## src/rtl/mc_ctrl_pkg.sv

```systemverilog
// Shared encodings for the multicycle controller: FSM states, ALU operation codes,
// instruction Op classes and the data-processing command lookup.
package mc_ctrl_pkg;

    localparam int STATE_W = 4;
    localparam int CNT_W   = 4;

    localparam logic [STATE_W-1:0] S_FETCH   = 4'd0;
    localparam logic [STATE_W-1:0] S_DECODE  = 4'd1;
    localparam logic [STATE_W-1:0] S_MEMADR  = 4'd2;
    localparam logic [STATE_W-1:0] S_MEMRD   = 4'd3;
    localparam logic [STATE_W-1:0] S_MEMWB   = 4'd4;
    localparam logic [STATE_W-1:0] S_MEMWR   = 4'd5;
    localparam logic [STATE_W-1:0] S_EXECR   = 4'd6;
    localparam logic [STATE_W-1:0] S_EXECI   = 4'd7;
    localparam logic [STATE_W-1:0] S_MULWAIT = 4'd8;
    localparam logic [STATE_W-1:0] S_ALUWB   = 4'd9;
    localparam logic [STATE_W-1:0] S_BRANCH  = 4'd10;

    localparam logic [2:0] ALU_ADD = 3'b000;
    localparam logic [2:0] ALU_SUB = 3'b001;
    localparam logic [2:0] ALU_AND = 3'b010;
    localparam logic [2:0] ALU_ORR = 3'b011;
    localparam logic [2:0] ALU_MUL = 3'b100;
    localparam logic [2:0] ALU_MOV = 3'b101;

    localparam logic [1:0] OP_DP  = 2'b00;
    localparam logic [1:0] OP_MEM = 2'b01;
    localparam logic [1:0] OP_BR  = 2'b10;
    localparam logic [1:0] OP_UND = 2'b11;

    localparam logic [3:0] CMD_ADD = 4'b0100;
    localparam logic [3:0] CMD_SUB = 4'b0010;
    localparam logic [3:0] CMD_AND = 4'b0000;
    localparam logic [3:0] CMD_ORR = 4'b1100;
    localparam logic [3:0] CMD_MUL = 4'b1001;
    localparam logic [3:0] CMD_MOV = 4'b1101;

    typedef struct packed {
        logic [2:0] code;
        logic       valid;
        logic       arith;
        logic       mul;
    } alu_dec_t;

    // Funct[4:1] -> ALU code; arith marks ops whose S bit also updates C/V.
    function automatic alu_dec_t alu_lookup(input logic [3:0] cmd);
        alu_dec_t d;
        d       = '0;
        d.valid = 1'b1;
        case (cmd)
            CMD_ADD: begin d.code = ALU_ADD; d.arith = 1'b1; end
            CMD_SUB: begin d.code = ALU_SUB; d.arith = 1'b1; end
            CMD_AND: d.code = ALU_AND;
            CMD_ORR: d.code = ALU_ORR;
            CMD_MUL: begin d.code = ALU_MUL; d.mul = 1'b1; end
            CMD_MOV: d.code = ALU_MOV;
            default: d.valid = 1'b0;
        endcase
        return d;
    endfunction

endpackage

```

## src/rtl/mc_ctrl_if.sv

```systemverilog
// Instruction fields in, datapath strobes and selects out, between datapath and controller.
interface mc_ctrl_if #(
    parameter int ALUCTRL_W = 3
);
    logic [1:0]           Op;
    logic [5:0]           Funct;
    logic [3:0]           Rd;
    logic [1:0]           FlagW;
    logic                 PCS;
    logic                 NextPC;
    logic                 RegW;
    logic                 MemW;
    logic                 IRWrite;
    logic                 AdrSrc;
    logic [1:0]           ResultSrc;
    logic [1:0]           ALUSrcA;
    logic [1:0]           ALUSrcB;
    logic [1:0]           ImmSrc;
    logic [1:0]           RegSrc;
    logic [ALUCTRL_W-1:0] ALUControl;
    logic                 Busy;

    modport master (
        output Op, Funct, Rd,
        input  FlagW, PCS, NextPC, RegW, MemW, IRWrite, AdrSrc,
        input  ResultSrc, ALUSrcA, ALUSrcB, ImmSrc, RegSrc, ALUControl, Busy
    );

    modport slave (
        input  Op, Funct, Rd,
        output FlagW, PCS, NextPC, RegW, MemW, IRWrite, AdrSrc,
        output ResultSrc, ALUSrcA, ALUSrcB, ImmSrc, RegSrc, ALUControl, Busy
    );
endinterface

```

## src/rtl/mc_alu_dec.sv

```systemverilog
// Combinational ALU decoder: maps Funct to ALUControl and flag-write enables.
module mc_alu_dec
    import mc_ctrl_pkg::*;
#(
    parameter int ALUCTRL_W = 3
) (
    input  logic                 en_i,
    input  logic                 flag_en_i,
    input  logic [5:0]           funct_i,
    output logic [ALUCTRL_W-1:0] alu_ctrl_o,
    output logic [1:0]           flag_w_o,
    output logic                 valid_o,
    output logic                 is_mul_o
);

    alu_dec_t dec;

    assign dec      = alu_lookup(funct_i[4:1]);
    assign valid_o  = dec.valid;
    assign is_mul_o = dec.mul;

    // Unsupported commands decode as a NOP: no ALU op and no flag update.
    always_comb begin
        alu_ctrl_o = '0;
        flag_w_o   = 2'b00;
        if (en_i && dec.valid) begin
            alu_ctrl_o[2:0] = dec.code;
        end
        if (flag_en_i && dec.valid) begin
            flag_w_o = {funct_i[0], funct_i[0] & dec.arith};
        end
    end

endmodule

```

## src/rtl/mc_ctrl_unit.sv

```systemverilog
// Multicycle Moore controller: FSM, MUL iteration counter and PC-write logic.
module mc_ctrl_unit
    import mc_ctrl_pkg::*;
#(
    parameter int ALUCTRL_W  = 3,
    parameter int MUL_CYCLES = 4
) (
    input  logic     clk,
    input  logic     reset,
    mc_ctrl_if.slave bus
);

    logic [STATE_W-1:0]   state_q, state_d;
    logic [CNT_W-1:0]     cnt_q, cnt_d;
    logic [5:0]           funct_q, funct_d;

    logic [5:0]           dec_funct;
    logic                 alu_en, flag_en;
    logic [ALUCTRL_W-1:0] alu_ctrl;
    logic [1:0]           flag_w;
    logic                 dec_valid, dec_mul;

    logic                 branch, regw, memw, irwrite, nextpc, adrsrc, pcs;
    logic [1:0]           ressrc, srca, srcb, regsrc;

    // Funct is captured on leaving DECODE so later instruction-field changes
    // cannot disturb an instruction already in flight.
    assign dec_funct = (state_q == S_DECODE) ? bus.Funct : funct_q;

    mc_alu_dec #(.ALUCTRL_W(ALUCTRL_W)) u_alu_dec (
        .en_i       (alu_en),
        .flag_en_i  (flag_en),
        .funct_i    (dec_funct),
        .alu_ctrl_o (alu_ctrl),
        .flag_w_o   (flag_w),
        .valid_o    (dec_valid),
        .is_mul_o   (dec_mul)
    );

    always_comb begin
        state_d = state_q;
        cnt_d   = cnt_q;
        funct_d = funct_q;
        case (state_q)
            S_FETCH:  state_d = S_DECODE;
            S_DECODE: begin
                funct_d = bus.Funct;
                case (bus.Op)
                    OP_DP: begin
                        if (bus.Funct[5]) begin
                            state_d = S_EXECI;
                        end else if (dec_mul) begin
                            state_d = S_MULWAIT;
                            cnt_d   = CNT_W'(MUL_CYCLES - 1);
                        end else begin
                            state_d = S_EXECR;
                        end
                    end
                    OP_MEM:  state_d = S_MEMADR;
                    OP_BR:   state_d = S_BRANCH;
                    default: state_d = S_FETCH;
                endcase
            end
            S_MEMADR:  state_d = funct_q[0] ? S_MEMRD : S_MEMWR;
            S_MEMRD:   state_d = S_MEMWB;
            S_MEMWB:   state_d = S_FETCH;
            S_MEMWR:   state_d = S_FETCH;
            S_EXECR:   state_d = S_ALUWB;
            S_EXECI:   state_d = S_ALUWB;
            S_MULWAIT: begin
                if (cnt_q == '0) begin
                    state_d = S_ALUWB;
                end else begin
                    cnt_d = cnt_q - 1'b1;
                end
            end
            S_ALUWB:   state_d = S_FETCH;
            S_BRANCH:  state_d = S_FETCH;
            default:   state_d = S_FETCH;
        endcase
    end

    always_ff @(posedge clk) begin
        if (reset) begin
            state_q <= S_FETCH;
            cnt_q   <= '0;
            funct_q <= '0;
        end else begin
            state_q <= state_d;
            cnt_q   <= cnt_d;
            funct_q <= funct_d;
        end
    end

    always_comb begin
        branch  = 1'b0;
        regw    = 1'b0;
        memw    = 1'b0;
        irwrite = 1'b0;
        nextpc  = 1'b0;
        adrsrc  = 1'b0;
        ressrc  = 2'b00;
        srca    = 2'b00;
        srcb    = 2'b00;
        alu_en  = 1'b0;
        flag_en = 1'b0;
        case (state_q)
            S_FETCH: begin
                irwrite = 1'b1;
                nextpc  = 1'b1;
                srca    = 2'b10;
                srcb    = 2'b10;
                ressrc  = 2'b10;
            end
            S_DECODE: begin
                srca   = 2'b10;
                srcb   = 2'b10;
                ressrc = 2'b10;
            end
            S_MEMADR: srcb = 2'b01;
            S_MEMRD:  adrsrc = 1'b1;
            S_MEMWB: begin
                ressrc = 2'b01;
                regw   = 1'b1;
            end
            S_MEMWR: begin
                adrsrc = 1'b1;
                memw   = 1'b1;
            end
            S_EXECR: begin
                alu_en  = 1'b1;
                flag_en = 1'b1;
            end
            S_EXECI: begin
                srcb    = 2'b01;
                alu_en  = 1'b1;
                flag_en = 1'b1;
            end
            // Flags are written only once the multiply result is final.
            S_MULWAIT: begin
                alu_en  = 1'b1;
                flag_en = (cnt_q == '0);
            end
            S_ALUWB:  regw = dec_valid;
            S_BRANCH: begin
                srcb   = 2'b01;
                ressrc = 2'b10;
                branch = 1'b1;
            end
            default: ;
        endcase
    end

    always_comb begin
        case (bus.Op)
            OP_MEM:  regsrc = {~bus.Funct[0], 1'b0};
            OP_BR:   regsrc = 2'b01;
            default: regsrc = 2'b00;
        endcase
    end

    assign pcs = branch | (regw & (bus.Rd == 4'hF));

    // Reset masks every output so an abandoned instruction cannot write anything.
    assign bus.FlagW      = reset ? 2'b00 : flag_w;
    assign bus.PCS        = ~reset & pcs;
    assign bus.NextPC     = ~reset & nextpc;
    assign bus.RegW       = ~reset & regw;
    assign bus.MemW       = ~reset & memw;
    assign bus.IRWrite    = ~reset & irwrite;
    assign bus.AdrSrc     = ~reset & adrsrc;
    assign bus.ResultSrc  = reset ? 2'b00 : ressrc;
    assign bus.ALUSrcA    = reset ? 2'b00 : srca;
    assign bus.ALUSrcB    = reset ? 2'b00 : srcb;
    assign bus.ImmSrc     = reset ? 2'b00 : bus.Op;
    assign bus.RegSrc     = reset ? 2'b00 : regsrc;
    assign bus.ALUControl = reset ? '0 : alu_ctrl;
    assign bus.Busy       = ~reset & (state_q == S_MULWAIT);

endmodule

```

## src/flat_wrapper.sv

```systemverilog
// flat-port wrapper written by rule: the top's interface ports become plain ports
module mc_ctrl_unit_flat import mc_ctrl_pkg::*;
#(
    parameter int ALUCTRL_W  = 3,
    parameter int MUL_CYCLES = 4
)
  (clk, reset, bus_Op, bus_Funct, bus_Rd, bus_FlagW, bus_PCS, bus_NextPC, bus_RegW, bus_MemW, bus_IRWrite, bus_AdrSrc, bus_ResultSrc, bus_ALUSrcA, bus_ALUSrcB, bus_ImmSrc, bus_RegSrc, bus_ALUControl, bus_Busy);
  mc_ctrl_if #(.ALUCTRL_W(ALUCTRL_W)) bus_i ();
  input  logic clk;
  input  logic reset;
  input wire logic [$bits(bus_i.Op)-1:0] bus_Op;
  input wire logic [$bits(bus_i.Funct)-1:0] bus_Funct;
  input wire logic [$bits(bus_i.Rd)-1:0] bus_Rd;
  output wire logic [$bits(bus_i.FlagW)-1:0] bus_FlagW;
  output wire logic [$bits(bus_i.PCS)-1:0] bus_PCS;
  output wire logic [$bits(bus_i.NextPC)-1:0] bus_NextPC;
  output wire logic [$bits(bus_i.RegW)-1:0] bus_RegW;
  output wire logic [$bits(bus_i.MemW)-1:0] bus_MemW;
  output wire logic [$bits(bus_i.IRWrite)-1:0] bus_IRWrite;
  output wire logic [$bits(bus_i.AdrSrc)-1:0] bus_AdrSrc;
  output wire logic [$bits(bus_i.ResultSrc)-1:0] bus_ResultSrc;
  output wire logic [$bits(bus_i.ALUSrcA)-1:0] bus_ALUSrcA;
  output wire logic [$bits(bus_i.ALUSrcB)-1:0] bus_ALUSrcB;
  output wire logic [$bits(bus_i.ImmSrc)-1:0] bus_ImmSrc;
  output wire logic [$bits(bus_i.RegSrc)-1:0] bus_RegSrc;
  output wire logic [$bits(bus_i.ALUControl)-1:0] bus_ALUControl;
  output wire logic [$bits(bus_i.Busy)-1:0] bus_Busy;
  assign bus_i.Op = bus_Op;
  assign bus_i.Funct = bus_Funct;
  assign bus_i.Rd = bus_Rd;
  assign bus_FlagW = bus_i.FlagW;
  assign bus_PCS = bus_i.PCS;
  assign bus_NextPC = bus_i.NextPC;
  assign bus_RegW = bus_i.RegW;
  assign bus_MemW = bus_i.MemW;
  assign bus_IRWrite = bus_i.IRWrite;
  assign bus_AdrSrc = bus_i.AdrSrc;
  assign bus_ResultSrc = bus_i.ResultSrc;
  assign bus_ALUSrcA = bus_i.ALUSrcA;
  assign bus_ALUSrcB = bus_i.ALUSrcB;
  assign bus_ImmSrc = bus_i.ImmSrc;
  assign bus_RegSrc = bus_i.RegSrc;
  assign bus_ALUControl = bus_i.ALUControl;
  assign bus_Busy = bus_i.Busy;
  mc_ctrl_unit #(.ALUCTRL_W(ALUCTRL_W), .MUL_CYCLES(MUL_CYCLES)) u_core (.clk(clk), .reset(reset), .bus(bus_i));
endmodule
```

## config.mk

```make
export PLATFORM = sky130hd
export DESIGN_NAME = mc_ctrl_unit_flat
export DESIGN_NICKNAME = d
export VERILOG_FILES = /design/src/rtl/mc_ctrl_pkg.sv /design/src/rtl/mc_ctrl_if.sv /design/src/rtl/mc_alu_dec.sv /design/src/rtl/mc_ctrl_unit.sv /design/src/flat_wrapper.sv
export SDC_FILE = /design/constraint.sdc
export NUM_CORES = 1
export LEC_CHECK = 0
export CAP_MARGIN = 20
export CORE_MARGIN = 2
export CORE_UTILIZATION = 35
export DETAILED_ROUTE_END_ITERATION = 8
export GPL_TIMING_DRIVEN = 0
export PLACE_DENSITY_LB_ADDON = 0.05
export SLEW_MARGIN = 20
export SYNTH_ARGS = -nofsm -noshare
export SYNTH_HDL_FRONTEND = slang
export SYNTH_SLANG_ARGS = --single-unit
```

## constraint.sdc

```tcl
create_clock -name clk -period 2.9 [get_ports clk]
set_input_delay 0.58 -clock clk [delete_from_list [all_inputs] [get_ports clk]]
set_output_delay 0.58 -clock clk [all_outputs]
set_load 0.05 [all_outputs]
```

**After elaboration in Yosys (flattened, before gate mapping)**

Cells that the tools add are included.

- Output and inout port bits: 22
- Input port bits: 14
- Register bits after elaboration: 13

- Equality and inequality tests: 23
- Mux-type cells: 36
- Bitwise logic cells: 11
- Add/sub/neg operators: 1
- Reductions and logical operators: 16

Operator list:

| kind | number |
|---|---|
| $eq 4x4->1 const B | 7 |
| $mux 4 | 7 |
| $pmux 4 s6 | 1 |
| $eq 4x3->1 const B | 5 |
| $mux 2 | 8 |
| $pmux 3 s5 | 1 |
| $eq 4x2->1 const B | 3 |
| $logic_not 4->1 | 3 |
| $pmux 2 s2 | 3 |
| $pmux 4 s3 | 1 |
| $mux 3 | 3 |
| $reduce_or 3->1 | 3 |
| $and 1x1->1 | 8 |
| $mux 1 | 8 |
| $pmux 4 s2 | 1 |
| $reduce_or 2->1 | 4 |
| $ne 2x2->1 const B | 3 |
| $reduce_or 6->1 | 1 |
| $mux 5 | 1 |
| $reduce_and 5->1 | 1 |
| $eq 4x1->1 const B | 1 |
| $ne 2x1->1 const B | 2 |
| $pmux 1 s2 | 2 |
| $sub 4x1->4 const B | 1 |
| other kinds (7) | 9 |

**Depth between registers and ports, before layout**

- Depth after elaboration: 9
- Gate-level depth with buffers: 6
- Depth with buffers taken out: 6

**By module**

From an unflattened synthesis, not the netlist that was laid out.

- Cell total of the unflattened synthesis: 143
- Area, all modules: 1265.0 µm²

By module, submodules not included:

| module | area each (µm²) | seq. area each (µm²) | times used | cells an instance |
|---|---|---|---|---|
| mc_ctrl_unit | 1113.6 | 280.3 | 1 | 124 |
| mc_alu_dec | 151.4 | 0.0 | 1 | 19 |

**Worst setup path before layout**

No wires, ideal clock.

- Path kind: in2out
- From: in reset
- To: out bus_ALUSrcB[0]
- Path slack: -1017 ps
- Data required time: 2320 ps
- Stages on the path: 3
- Data arrival time: 3337 ps
- Cells stage by stage: clkbuf_1 > clkbuf_1 > a2111oi_0

- Cells in the longest elaborated chain, start to end: 1

RTL lines:

| element | line | source |
|---|---|---|
| start, declared | flat_wrapper.sv:10 | `input logic reset;` |
| $mux 2 | mc_ctrl_unit.sv:174 | `assign bus.ALUSrcB = reset ? 2'b00 : srcb;` |
| end, declared | flat_wrapper.sv:23 | `output wire logic [$bits(bus_i.ALUSrcB)-1:0] bus_ALUSrcB;` |

No other way between the ends.

**Worst setup path after layout**

- From: reg u_core.state_q[2]
- To: out bus_FlagW[1]

- Cells in the longest elaborated chain, start to end: 8
- Elaborated cells between the ends (all ways): 18
- Those cells by class: 9 x eq/ne; 5 x mux; 4 x reduce/logical

RTL lines:

| element | line | source |
|---|---|---|
| start, declared | mc_ctrl_unit.sv:13 | `logic [STATE_W-1:0] state_q, state_d;` |
| start signal, assigned | mc_ctrl_unit.sv:89 | `state_q <= state_d;` |
| $eq 4x1->1 | mc_ctrl_unit.sv:28 | `assign dec_funct = (state_q == S_DECODE) ? bus.Funct : funct_q;` |
| $mux 5 | mc_ctrl_unit.sv:28 |  |
| $eq 4x4->1 (tied with other cells) | mc_ctrl_pkg.sv:51 | `case (cmd)` |
| $reduce_or 6->1 (no source line) | - |  |
| $mux 1 | mc_ctrl_pkg.sv:51 |  |
| $logic_and 1x1->1 | mc_alu_dec.sv:29 | `if (flag_en_i && dec.valid) begin` |
| $mux 2 (*) | mc_alu_dec.sv:29 |  |
| $mux 2 (*) | mc_ctrl_unit.sv:165 | `assign bus.FlagW = reset ? 2'b00 : flag_w;` |
| end, declared | flat_wrapper.sv:14 | `output wire logic [$bits(bus_i.FlagW)-1:0] bus_FlagW;` |

Mark *: on every way between the ends. The rest lies on a longest branch, timed or not.

==> out/results.ini <==
[layout]
diodes=0
area_delta_synth_final_pct=49.4
multi_input_area_um2=915
fillers=305
regArea_um2=263
layout-drive-gt1-share=0.242
postLayoutCellArea_um2=1700
nNetsFinal=203
final_cell_mix=nor2_1, clkdlybuf4s50_1, dfxtp_1

[floorplanning]
num_rows=20
fp.coreArea_um2=3080
fp.dieW_um=61.0
die_area_um2=3720
io_pins=36
start_util=0.369
die_h_um=61.0

[route]
via_per_inst=5.31
drc=0
totalWireLength_um=3170
avgRoutedWirePerCell_um=14.0
drtAntennaViolNets=0
drt_pass1_iterations=4
drt_iter0_markers=46
num_vias=1200

[placed_design]
dpl_cell_area_um2=1590
gp_congestion=0.773
pre_cts_ws_ps=-681
io_buffer_count=33
place_hpwl_um=2440

[clock_tree]
cts_max_level=1
clock_latency_ps=280
clock-sinks=13
cts_tree=yes
clkTransAtPathRegs_ps=80
cts_buffers=3
cts_root_buf=clkbuf_4
cts_hold_buf=0
cts_buffer_depth=2

[synth]
syn-instance-count=142
synth_edf_count=0
ys.flop_type=dfxtp_1
ys_warn_count=0
ys_seq_elements=13
ys_types=48
synth_seq_area_share=0.229
postSynth.asyncResetShare=0
synthesis.nets=162
syn_area_um2=1140
avgSynthCellArea_um2=8.00

[timing]
finalWorstSetupSlack_ps=116
hold_violations=0
fin_skew_ps=5.49
fin_crit_sh=0.960
setup_viol=0
max_freq_ghz=0.359
worst_pin_slew_ps=536
rsz0062_at_grt=yes
period_needed_ps=2780
relSlewSlack=0.640
slew_viol_final=0

[setup_path]
start_kind=flip-flop
rrSetupSlack_ps=870
r2r_end=u_core.state_q[2]$_SDFFE_PP0P_
crit_type=reg -> out
critPathRequiredTime_ps=2320
crit_path_start=u_core.state_q[2]$_SDFFE_PP0P_
arrival_ps=2200
r2r_cells=6
cp_max_fo=10
end_kind=primary output
regToRegStartpoint=u_core.state_q[1]$_SDFFE_PP0P_

[global_routing]
grt_usage=0.189
grt_antenna_before_repair=0
grt_pass1_wl_um=5210
grt_remaining_overflow=0
grt_pass1_vias=1132
grt_max_degree=11

[power]
power.leakage_uw=0.000657
power.density_nw_per_um2=444
ir_worst_vdd_v=0.000264

[min_path]
hold_depth=1
worstHoldStart=u_core.cnt_q[1]$_SDFFE_PP0P_
holdPathEnd=u_core.cnt_q[1]$_SDFFE_PP0P_
min_path_type=reg -> reg

[flow_run]
max_cap_viol_count=0

[status]
status=finished clean

## kinds of logic after synthesis
kind of cell,share of synthesized area
DFF,0.229
and+or+nand+nor,0.351
buffers and inverters,0.0793
other,0.00330
adders and majority gates,0.0661
AOI/OAI and AO/OA,0.170
muxes,0.0628
xor gates and xnor gates,0.0386
## state kept, by name, summed over array words and instances (netlist names)
| register | cells |
|---|---|
| u_core.state_q | 4 |
| u_core.cnt_q | 4 |
| u_core.funct_q | 5 |
## synth_stat cells, drive strengths merged, types with 4 or more instances
library cell,number,area (um2)
nor2,15,56.3
dfxtp,13,260
nor3,9,45.0
clkbuf,8,30.0
inv,8,30.0
ha,6,75.1
mux2i,6,60.1
nand2,6,22.5
a21oi,5,25.0
nor3b,5,37.5
buf,4,30.0
nor4,4,31.3
or3b,4,35.0
## timing repair
action                                  CTS  global route
resized for setup                        54            26
pin swaps                                 1             0
endpoints found under the setup margin   17            11
buffers inserted                          1             2
## worst max path at each step
stage	endpoint	slack, ps	cells after the start
6_report	bus_FlagW[1]	120	7
5_1_grt	bus_FlagW[1]	-50	7
4_1_cts	bus_FlagW[1]	2	7
3_5_place_dp	bus_FlagW[1]	-680	5
3_3_place_gp	bus_FlagW[1]	-690	5
2_1_floorplan	bus_ALUSrcB[0]	-360	3
## metrics by stage
stage          hold WS (ps)  utilization  setup TNS (ps)  power, uW  cells
2_1_floorplan           475            -            -431        486    142
3_3_place_gp            494        0.516           -3970        580    219
3_5_place_dp            504        0.516           -4000        584    219
4_1_cts                 523        0.528               0        719    224
5_1_grt                 546        0.552           -52.9        801    226
6_report                519        0.552               0        754    226
## per-layer routing
metal / part of all wire / GRT usage / up-vias
met5: 0 / 0 / -
met4: 0.012 / 0.0559 / 0
met3: 0.054 / 0.0426 / 4
met2: 0.50 / 0.332 / 37
met1: 0.44 / 0.228 / 565
li1: - / - / 594
## final cells by class
cell class                 count  share of cell area
buffer                        12              0.0457
clock buffer                   4              0.0155
inverter                       8              0.0177
multi-input combinational    109               0.539
sequential                    13               0.155
tap                           44              0.0324
timing repair buffer          36               0.195
## worst max-delay path, cell delays in order (launching register included)
cell       delay, ps
dfxtp_2          360
nor4b_4          280
buf_6            170
buf_8            160
mux2i_4          290
o21ai_1          140
a2111oi_4        310
buf_6            200
## power by group
part	total, uW	internal [uW]	leakage, uW	switching [uW]
Clock	113	53.4	0.0000150	59.9
Combinational	427	180	0.000535	247
Sequential	214	195	0.000107	18.8
Total	754	429	0.000657	326
No activity file was read; power rests on OpenSTA's default activity.
